<file path="src/rtl/riscv_pkg.sv">
// RV32I encoding constants and instruction classes shared by the encoder and decoder.
package riscv_pkg;

  typedef enum logic [3:0] {
    CLS_R      = 4'd0,
    CLS_I_ALU  = 4'd1,
    CLS_LOAD   = 4'd2,
    CLS_STORE  = 4'd3,
    CLS_BRANCH = 4'd4,
    CLS_JAL    = 4'd5,
    CLS_JALR   = 4'd6,
    CLS_LUI    = 4'd7,
    CLS_AUIPC  = 4'd8
  } instr_class_t;

  localparam logic [6:0] OP_R      = 7'b0110011;
  localparam logic [6:0] OP_IMM    = 7'b0010011;
  localparam logic [6:0] OP_LOAD   = 7'b0000011;
  localparam logic [6:0] OP_STORE  = 7'b0100011;
  localparam logic [6:0] OP_BRANCH = 7'b1100011;
  localparam logic [6:0] OP_JAL    = 7'b1101111;
  localparam logic [6:0] OP_JALR   = 7'b1100111;
  localparam logic [6:0] OP_LUI    = 7'b0110111;
  localparam logic [6:0] OP_AUIPC  = 7'b0010111;

  localparam logic [2:0] F3_ADD_SUB = 3'b000;
  localparam logic [2:0] F3_SLL     = 3'b001;
  localparam logic [2:0] F3_SRL_SRA = 3'b101;
  localparam logic [2:0] F3_SW      = 3'b010;

  // True when v, read as two's complement, is representable in 'bits' signed bits.
  function automatic logic fits_signed(input logic [31:0] v, input int unsigned bits);
    logic [31:0] s;
    s = $signed(v) >>> (bits - 1);
    return (s == '0) || (s == '1);
  endfunction

endpackage

</file>
<file path="src/rtl/instr_field_pack.sv">
// Combinational RV32I field packer: builds the canonical word and flags illegal descriptors.
module instr_field_pack
  import riscv_pkg::*;
(
  input  logic [3:0]  cls,
  input  logic [2:0]  funct3,
  input  logic        alt,
  input  logic [4:0]  rd,
  input  logic [4:0]  rs1,
  input  logic [4:0]  rs2,
  input  logic [31:0] imm,
  output logic [31:0] word,
  output logic        illegal
);

  logic is_shift;
  logic alt_ok;

  always_comb begin
    word     = '0;
    illegal  = 1'b0;
    is_shift = (funct3 == F3_SLL) || (funct3 == F3_SRL_SRA);
    alt_ok   = 1'b0;
    case (instr_class_t'(cls))
      CLS_R: begin
        word   = {1'b0, alt, 5'b0, rs2, rs1, funct3, rd, OP_R};
        alt_ok = (funct3 == F3_ADD_SUB) || (funct3 == F3_SRL_SRA);
      end
      CLS_I_ALU: begin
        alt_ok = (funct3 == F3_SRL_SRA);
        if (is_shift) begin
          word    = {1'b0, alt, 5'b0, imm[4:0], rs1, funct3, rd, OP_IMM};
          illegal = (imm[31:5] != '0);
        end else begin
          word    = {imm[11:0], rs1, funct3, rd, OP_IMM};
          illegal = !fits_signed(imm, 12);
        end
      end
      CLS_LOAD: begin
        word    = {imm[11:0], rs1, funct3, rd, OP_LOAD};
        illegal = !fits_signed(imm, 12) || (funct3 == 3'b011) || (funct3[2:1] == 2'b11);
      end
      CLS_STORE: begin
        word    = {imm[11:5], rs2, rs1, funct3, imm[4:0], OP_STORE};
        illegal = !fits_signed(imm, 12) || (funct3 > F3_SW);
      end
      CLS_BRANCH: begin
        word    = {imm[12], imm[10:5], rs2, rs1, funct3, imm[4:1], imm[11], OP_BRANCH};
        illegal = !fits_signed(imm, 13) || imm[0] || (funct3[2:1] == 2'b01);
      end
      CLS_JAL: begin
        word    = {imm[20], imm[10:1], imm[11], imm[19:12], rd, OP_JAL};
        illegal = !fits_signed(imm, 21) || imm[0];
      end
      CLS_JALR: begin
        word    = {imm[11:0], rs1, 3'b000, rd, OP_JALR};
        illegal = !fits_signed(imm, 12);
      end
      CLS_LUI: begin
        word    = {imm[31:12], rd, OP_LUI};
        illegal = (imm[11:0] != '0);
      end
      CLS_AUIPC: begin
        word    = {imm[31:12], rd, OP_AUIPC};
        illegal = (imm[11:0] != '0);
      end
      default: illegal = 1'b1;
    endcase
    if (alt && !alt_ok) illegal = 1'b1;
  end

endmodule

</file>
<file path="src/rtl/instr_encoder.sv">
// Streaming RV32I encoder: descriptor handshake, encode stage, write-holding stage and
// sequential instruction-memory writes with fill tracking and a sticky error flag.
module instr_encoder
  import riscv_pkg::*;
#(
  parameter int unsigned ADDR_W    = 8,
  parameter int unsigned BASE_ADDR = 0
) (
  input  logic              clk,
  input  logic              rst_n,
  input  logic              start,
  input  logic              in_valid,
  output logic              in_ready,
  input  logic [3:0]        in_class,
  input  logic [2:0]        in_funct3,
  input  logic              in_alt,
  input  logic [4:0]        in_rd,
  input  logic [4:0]        in_rs1,
  input  logic [4:0]        in_rs2,
  input  logic [31:0]       in_imm,
  output logic              imem_we,
  input  logic              imem_ready,
  output logic [ADDR_W-1:0] imem_addr,
  output logic [31:0]       imem_wdata,
  output logic [ADDR_W:0]   count,
  output logic              full,
  output logic              err,
  output logic [ADDR_W:0]   err_index
);

  localparam logic [ADDR_W:0]   CAP   = (ADDR_W + 1)'(1) << ADDR_W;
  localparam logic [ADDR_W+1:0] CAP_X = (ADDR_W + 2)'(1) << ADDR_W;

  logic [31:0]       pk_word;
  logic              pk_illegal;
  logic              e_valid;
  logic              e_illegal;
  logic [31:0]       e_word;
  logic              w_valid;
  logic [ADDR_W+1:0] pending;
  logic              full_pending;
  logic              advance;
  logic              accept;
  logic              w_done;
  logic [ADDR_W:0]   count_next;

  instr_field_pack u_pack (
    .cls     (in_class),
    .funct3  (in_funct3),
    .alt     (in_alt),
    .rd      (in_rd),
    .rs1     (in_rs1),
    .rs2     (in_rs2),
    .imm     (in_imm),
    .word    (pk_word),
    .illegal (pk_illegal)
  );

  // Written words plus legal words still in E or W; illegal ones never consume capacity.
  assign pending      = {1'b0, count} + (ADDR_W + 2)'(e_valid & ~e_illegal) + (ADDR_W + 2)'(w_valid);
  assign full_pending = (pending >= CAP_X);
  assign advance      = !w_valid || imem_ready;
  assign in_ready     = rst_n && !full_pending && advance && !start;
  assign accept       = in_valid && in_ready;
  assign w_done       = w_valid && imem_ready;
  assign count_next   = count + (ADDR_W + 1)'(1);
  assign full         = (count == CAP);
  assign imem_we      = w_valid;

  always_ff @(posedge clk or negedge rst_n) begin
    if (!rst_n) begin
      e_valid    <= 1'b0;
      e_illegal  <= 1'b0;
      e_word     <= '0;
      w_valid    <= 1'b0;
      imem_wdata <= '0;
      imem_addr  <= ADDR_W'(BASE_ADDR);
      count      <= '0;
      err        <= 1'b0;
      err_index  <= '0;
    end else if (start) begin
      e_valid    <= 1'b0;
      e_illegal  <= 1'b0;
      e_word     <= '0;
      w_valid    <= 1'b0;
      imem_wdata <= '0;
      imem_addr  <= ADDR_W'(BASE_ADDR);
      count      <= '0;
      err        <= 1'b0;
      err_index  <= '0;
    end else begin
      if (w_done) begin
        count <= count_next;
        // The last slot keeps its address so the pointer never wraps back to the start.
        if (count_next != CAP) imem_addr <= imem_addr + ADDR_W'(1);
      end
      // E and W move together; an illegal descriptor in E simply leaves W empty.
      if (advance) begin
        w_valid <= e_valid & ~e_illegal;
        if (e_valid && !e_illegal) imem_wdata <= e_word;
        e_valid   <= accept;
        e_illegal <= pk_illegal;
        e_word    <= pk_word;
      end
      if (accept && pk_illegal && !err) begin
        err       <= 1'b1;
        err_index <= count;
      end
    end
  end

endmodule

</file>
<file path="config.mk">
export PLATFORM = sky130hd
export DESIGN_NAME = instr_encoder
export DESIGN_NICKNAME = d
export VERILOG_FILES = /design/src/rtl/riscv_pkg.sv /design/src/rtl/instr_field_pack.sv /design/src/rtl/instr_encoder.sv
export SDC_FILE = /design/constraint.sdc
export NUM_CORES = 1
export LEC_CHECK = 0
export CAP_MARGIN = 15
export CELL_PAD_IN_SITES_DETAIL_PLACEMENT = 1
export CELL_PAD_IN_SITES_GLOBAL_PLACEMENT = 2
export CORE_MARGIN = 2
export CORE_UTILIZATION = 30
export CTS_BUF_LIST = sky130_fd_sc_hd__clkbuf_4 sky130_fd_sc_hd__clkbuf_8 sky130_fd_sc_hd__clkbuf_16
export CTS_CLUSTER_DIAMETER = 30
export DETAILED_ROUTE_END_ITERATION = 8
export GPL_TIMING_DRIVEN = 1
export PLACE_DENSITY_LB_ADDON = 0.1
export SETUP_SLACK_MARGIN = 0.1
export SLEW_MARGIN = 20
export SYNTH_ARGS = -nofsm -noshare
export SYNTH_HDL_FRONTEND = slang
export SYNTH_SLANG_ARGS = --single-unit
</file>
<file path="constraint.sdc">
create_clock -name clk -period 2.9 [get_ports clk]
set_clock_uncertainty 0.2 [all_clocks]
set_input_delay 0.58 -clock clk [delete_from_list [all_inputs] [get_ports clk]]
set_output_delay 0.58 -clock clk [all_outputs]
set_load 0.03 [all_outputs]
</file>
Yosys cells after proc, flatten, opt, wreduce, memory -nomap -nowiden
Cells that the tools add are included.
Storage, ports and cells
  register bits: 94
  input port bits: 60
  output and inout port bits: 62
  logic and storage cells: 108
Cells by class
  add/sub/neg operators: 4
  $lt $le $gt $ge: 2
  eq/ne operators: 18
  muxes and demuxes: 26
  bitwise logic cells: 4
  reductions and logical operators: 45
Operator list (number)
  $pmux 32 s9: 1
  $mux 32: 6
  $eq 32x32->1 const B: 3
  $logic_not 32->1: 3
  $mux 9: 4
  $reduce_bool 27->1: 1
  $mux 8: 3
  $eq 4x3->1 const B: 4
  $logic_or 1x1->1: 12
  $reduce_bool 12->1: 1
  $add 10x1->10: 1
  $add 9x10->10: 1
  $and 1x10->10: 1
  $ge 10x9->1 const B: 1
  $mux 1: 10
  $not 1->10: 1
  $reduce_bool 2->1: 5
  $add 9x1->9 const B: 1
  $eq 9x9->1 const B: 1
  $logic_and 1x1->1: 9
  $logic_not 1->1: 9
  $ne 9x9->1 const B: 1
  $add 8x1->8 const B: 1
  $eq 4x2->1 const B: 2
  other kinds (16): 17

Depth between registers and ports, before layout
  depth in word-level cells: 14
  gate-level depth with buffers: 9
  mapped depth without buffers: 8

Hierarchy
Synthesis repeated with hierarchy kept, for this count alone.
Second synthesis, totals
  cell total of the unflattened synthesis: 511
  area, all modules: 5011.1 µm²
By module, submodules not included
  instr_encoder: times used 1, cells an instance 312, area each 3870.0 µm², seq. area each 2352.3 µm²
  instr_field_pack: times used 1, cells an instance 199, area each 1141.1 µm², seq. area each 0.0 µm²

Worst setup path before layout
OpenSTA, ideal clock, no wires.
  path kind: register to register
  start point: reg count[0]
  end point: reg err_index[2]
  library setup time: 125 ps
  data arrival time: 3352 ps
  data required time: 2575 ps
  path slack: -777 ps
  stages on the path, launching flop included: 8
  buffers on the path: 0
  clock period less this slack: 3677 ps
  path through: dfrtp_1 > ha_1 > a21oi_1 > nor4_1 > nor4b_1 > nand2_1 > a211oi_4 > mux2_4
On the way
  longest elaborated chain between the ends: 11
RTL lines
  start, declared: line instr_encoder.sv:25  | output logic [ADDR_W:0] count,
  start signal, assigned: line instr_encoder.sv:93  | count <= count_next;
  $add 9x10->10: line instr_encoder.sv:60  | assign pending = {1'b0, count} + (ADDR_W + 2)'(e_valid & ~e_illegal) + (ADDR_W + 2)'(w_valid);
  $add 10x1->10: line instr_encoder.sv:60
  $ge 10x9->1: line instr_encoder.sv:61  | assign full_pending = (pending >= CAP_X);
  $logic_not 1->1: line instr_encoder.sv:63  | assign in_ready = rst_n && !full_pending && advance && !start;
  $logic_and 1x1->1 (3 in a row): line instr_encoder.sv:63
  named net in_ready: line instr_encoder.sv:13  | output logic in_ready,
  $logic_and 1x1->1: line instr_encoder.sv:64  | assign accept = in_valid && in_ready;
  $logic_and 1x1->1 (2 in a row): line instr_encoder.sv:105  | if (accept && pk_illegal && !err) begin
  $reduce_bool 2->1 (no line)
  end signal, assigned: line instr_encoder.sv:107  | err_index <= count;
  end, declared: line instr_encoder.sv:28  | output logic [ADDR_W:0] err_index
The timed path passes the listed nets, and every way through them passes these cells.
A chain may end at the register's enable or synchronous reset.

Worst setup path in the final report
  start point: reg count[1]
  end point: out full
On the way
  longest elaborated chain between the ends: 1
RTL lines
  $eq 9x9->1: line instr_encoder.sv:67  | assign full = (count == CAP);
  end, declared: line instr_encoder.sv:26  | output logic full,
Every way passes these cells.

==> results.md <==
* Dpl hpwl at 13.10 mm
* Period utilization at 95.97%
* Worst-Skew Late Latency at 0.34 ns
* Yosys reg bits at 92
* Distinct cells, synth at 56
* Via count at 4826
* Inserted Clock Buffers at 9
* Vias/cell at 5.240
* Die area at 0.01781 sq mm
* Worst-path cell chain: inv_2, ha_1, or4b_2, nor4_2, buf_4
* Outcome: completed
* Hold Vio Cnt, Final at 0
* Multi-input logic area at 0.002709 sq mm
* Data arrival, critical path at 2.00 ns
* Peak VDD IR at 0.2640 mV
* Tot GR Track Use at 20.08%
* Row count at 47
* Fin Hold WS at 0.1192 ns
* Ys flop type: dfrtp_1
* Max-slew violation count at 0
* Clock H-tree levels at 3
* Nets at 761
* First-pass GRT wire length at 28.12 mm
* Clock buffer depth at 2
* Non-Filler Instances at 921
* Max stage delay cell, worst path: or4b_2
* TritonRoute pass-1 iters at 5
* Crit path capture type: output pin
* Max-slew headroom at 31.35%
* # setup viols final at 0
* PD cells at 407.9 mW/mm^2
* Sequential area share after synthesis at 45.79%
* Worst-path clk slew at 0.07 ns
* Leakage at 3.239 nW
* Initial core utilization at 30.53%
* HP Class: in2async
* Core area at 0.01647 sq mm
* Die Ht at 133.5 um
* Synth Area per Inst at 9.743 sq um
* Cell Area, Synth at 0.005027 sq mm
* Shortest period the worst path allows at 2.783 ns
* Syn-to-layout area delta at 49.23%
* Setup CP Type: reg2out
* WL/cell at 19.10 um
* Number of global-route vias before repair at 5209
* Critical Path Start Type: flip-flop
* Met2 global-route usage at 35.57%
* Total Wirelength at 17.59 mm
* CP max FO at 4
* Diode count at 0
* Dpl cells at 893
* TritonCTS Sinks at 92
* FF+latch area at 0.002305 sq mm
* Yosys Warn Count at 0
* Antenna violations before repair at 0
* Unrepaired setup endpoints after global routing: true
* Post-synth ARST share at 100.0%
* Drt drc at 0
* CP max stage delay at 0.60 ns
* Die Width at 133.5 um
* Filler Cells Inserted at 1875
* Max cap viols at 0
* Worst Tran Pin Value at 1.026 ns
* Post-DRT Antenna Nets at 0
* Port Buffers at 121
* EDFF count, synth at 0
* Root Driver: clkbuf_16
* Gp weighted congestion at 0.8306
* Grt met3 use at 3.158%
* Worst R2R Path Depth at 9
* Total nets after synthesis at 581
* Grt met1 use at 25.59%
* Most Used Layer, Global Route: met2
* DRT iter0 DRCs at 217
* CTS Hold Bufs at 0
* Total Power at 0.003060 W
* Largest net degree at the start of global routing at 56
* Critical path data required time at 2.12 ns
* TritonCTS clock tree: done
* Share of cells above drive strength 1 at 21.68%
* Gr ovfl total at 0
* # IOs at 122
* Max Fclk at 359.3 MHz
* Synth Instances at 516
[cell usage after synthesis (10+ instances only)]
library cell	instances	share of area (%)
nand3_1	10	1.0
o22ai_1	14	1.7
a22o_1	45	7.8
mux2i_1	12	2.4
dfrtp_1	92	46
nor2b_1	20	2.5
nor4_1	11	1.4
a22oi_1	22	3.3
nand2_1	38	2.8
nor2_1	29	2.2
a21oi_1	31	3.1
o21ai_0	29	2.9
clkbuf_1	33	2.5
[placed cells by master, fill, tap and decap left out, types with 4 or more instances in the layout]
master,count
a211oi_1,6
a21o_1,4
a21oi_1,30
a221oi_1,6
a22o_1,45
a22oi_1,22
and2_1,6
buf_4,86
clkbuf_16,9
clkdlybuf4s50_1,98
dfrtp_1,90
dlygate4sd2_1,15
dlymetal6s2s_1,4
ha_1,4
inv_1,6
mux2_4,6
mux2i_1,12
nand2_1,36
nand2b_1,7
nand3_1,9
nand4_1,7
nor2_1,28
nor2b_1,19
nor3_1,6
nor4_2,9
o21ai_0,28
o22ai_1,13
or3_1,6
xnor2_1,9
[path summary, 6_finish.rpt]
path | startpoint | endpoint | slack [ns]
worst max-delay path | count[1] | full | 0.12
worst min-delay path | rst_n | imem_addr[5] | 0.12
worst max register to register | count[1] | imem_addr[0] | 0.34
worst min register to register | e_word[1] | e_word[1] | 0.28
max in group asynchronous | rst_n | imem_wdata[12] | 1.27
min in group clk | e_word[1] | e_word[1] | 0.28
[power breakdown]
part	leakage [nW]	internal [W]	switching (W)
clock	0.155	0.000713	0.000531
sequential	1.27	0.00131	0.0000188
combinational	1.82	0.000228	0.000262
[state kept, by name (all words and copies together), names as in the netlist]
name and count:
e_word 31, imem_wdata 31, count 9, err_index 9, imem_addr 8, e_illegal 1, e_valid 1, err 1
imem_we 1
[stage by stage]
stage               util [%]  setup TNS (ns)  instance area [sq um]  setup slack, ns
floorplan                  -               0                   5076           0.1019
global placement       42.27          -4.653                   6960          -0.4388
detailed placement     42.27          -5.412                   6960          -0.5222
CTS                    45.17               0                   7437          0.08780
global route           45.56               0                   7502          0.02759
finish                 45.56               0                   7502           0.1169
[repair_timing]
item / 4_1_cts / 5_1_grt
resized for setup: 34 / 15
hold endpoints to repair: 0 / 0
buffers inserted: 10 / 1
pin swaps: 11 / 8
endpoints found under the setup margin: 12 / 13
cloned: 1 / 0
[cell type report]
cell class | instances | share of cell area (%)
Multi-Input combinational cell | 377 | 36.11
Sequential cell | 92 | 30.72
Timing Repair Buffer | 208 | 24.95
Tap cell | 220 | 3.669
Clock buffer | 11 | 3.286
Clock inverter | 5 | 0.8672
Inverter | 8 | 0.4003
[metal layers]
metal | vias up | part of all wire, % | wire (um)
li1 | 2296 | - | -
met1 | 2415 | 45 | 7890
met2 | 105 | 50 | 8871
met3 | 10 | 3.9 | 680
met4 | 0 | 0.84 | 147
met5 | - | 0 | 0
[cell families (layout without fill, tap and decap cells)]
kind of cell	Yosys count	after routing	synth area share, %
AOI/OAI and AO/OA	177	178	25.09
and+or+nand+nor	162	162	17.15
DFF	92	92	45.79
buffers and inverters	48	232	4.007
muxes	20	20	4.629
xor gates and xnor gates	12	12	2.091
adders and majority gates	5	5	1.244
[worst max-delay path: cells and delay by family (launching register included)]
kind                       cells  cell delay (ns)
adders and majority gates      1             0.17
buffers and inverters          2             0.31
DFF                            1             0.42
and+or+nand+nor                2             0.76
(Power assumes the default switching activity.)
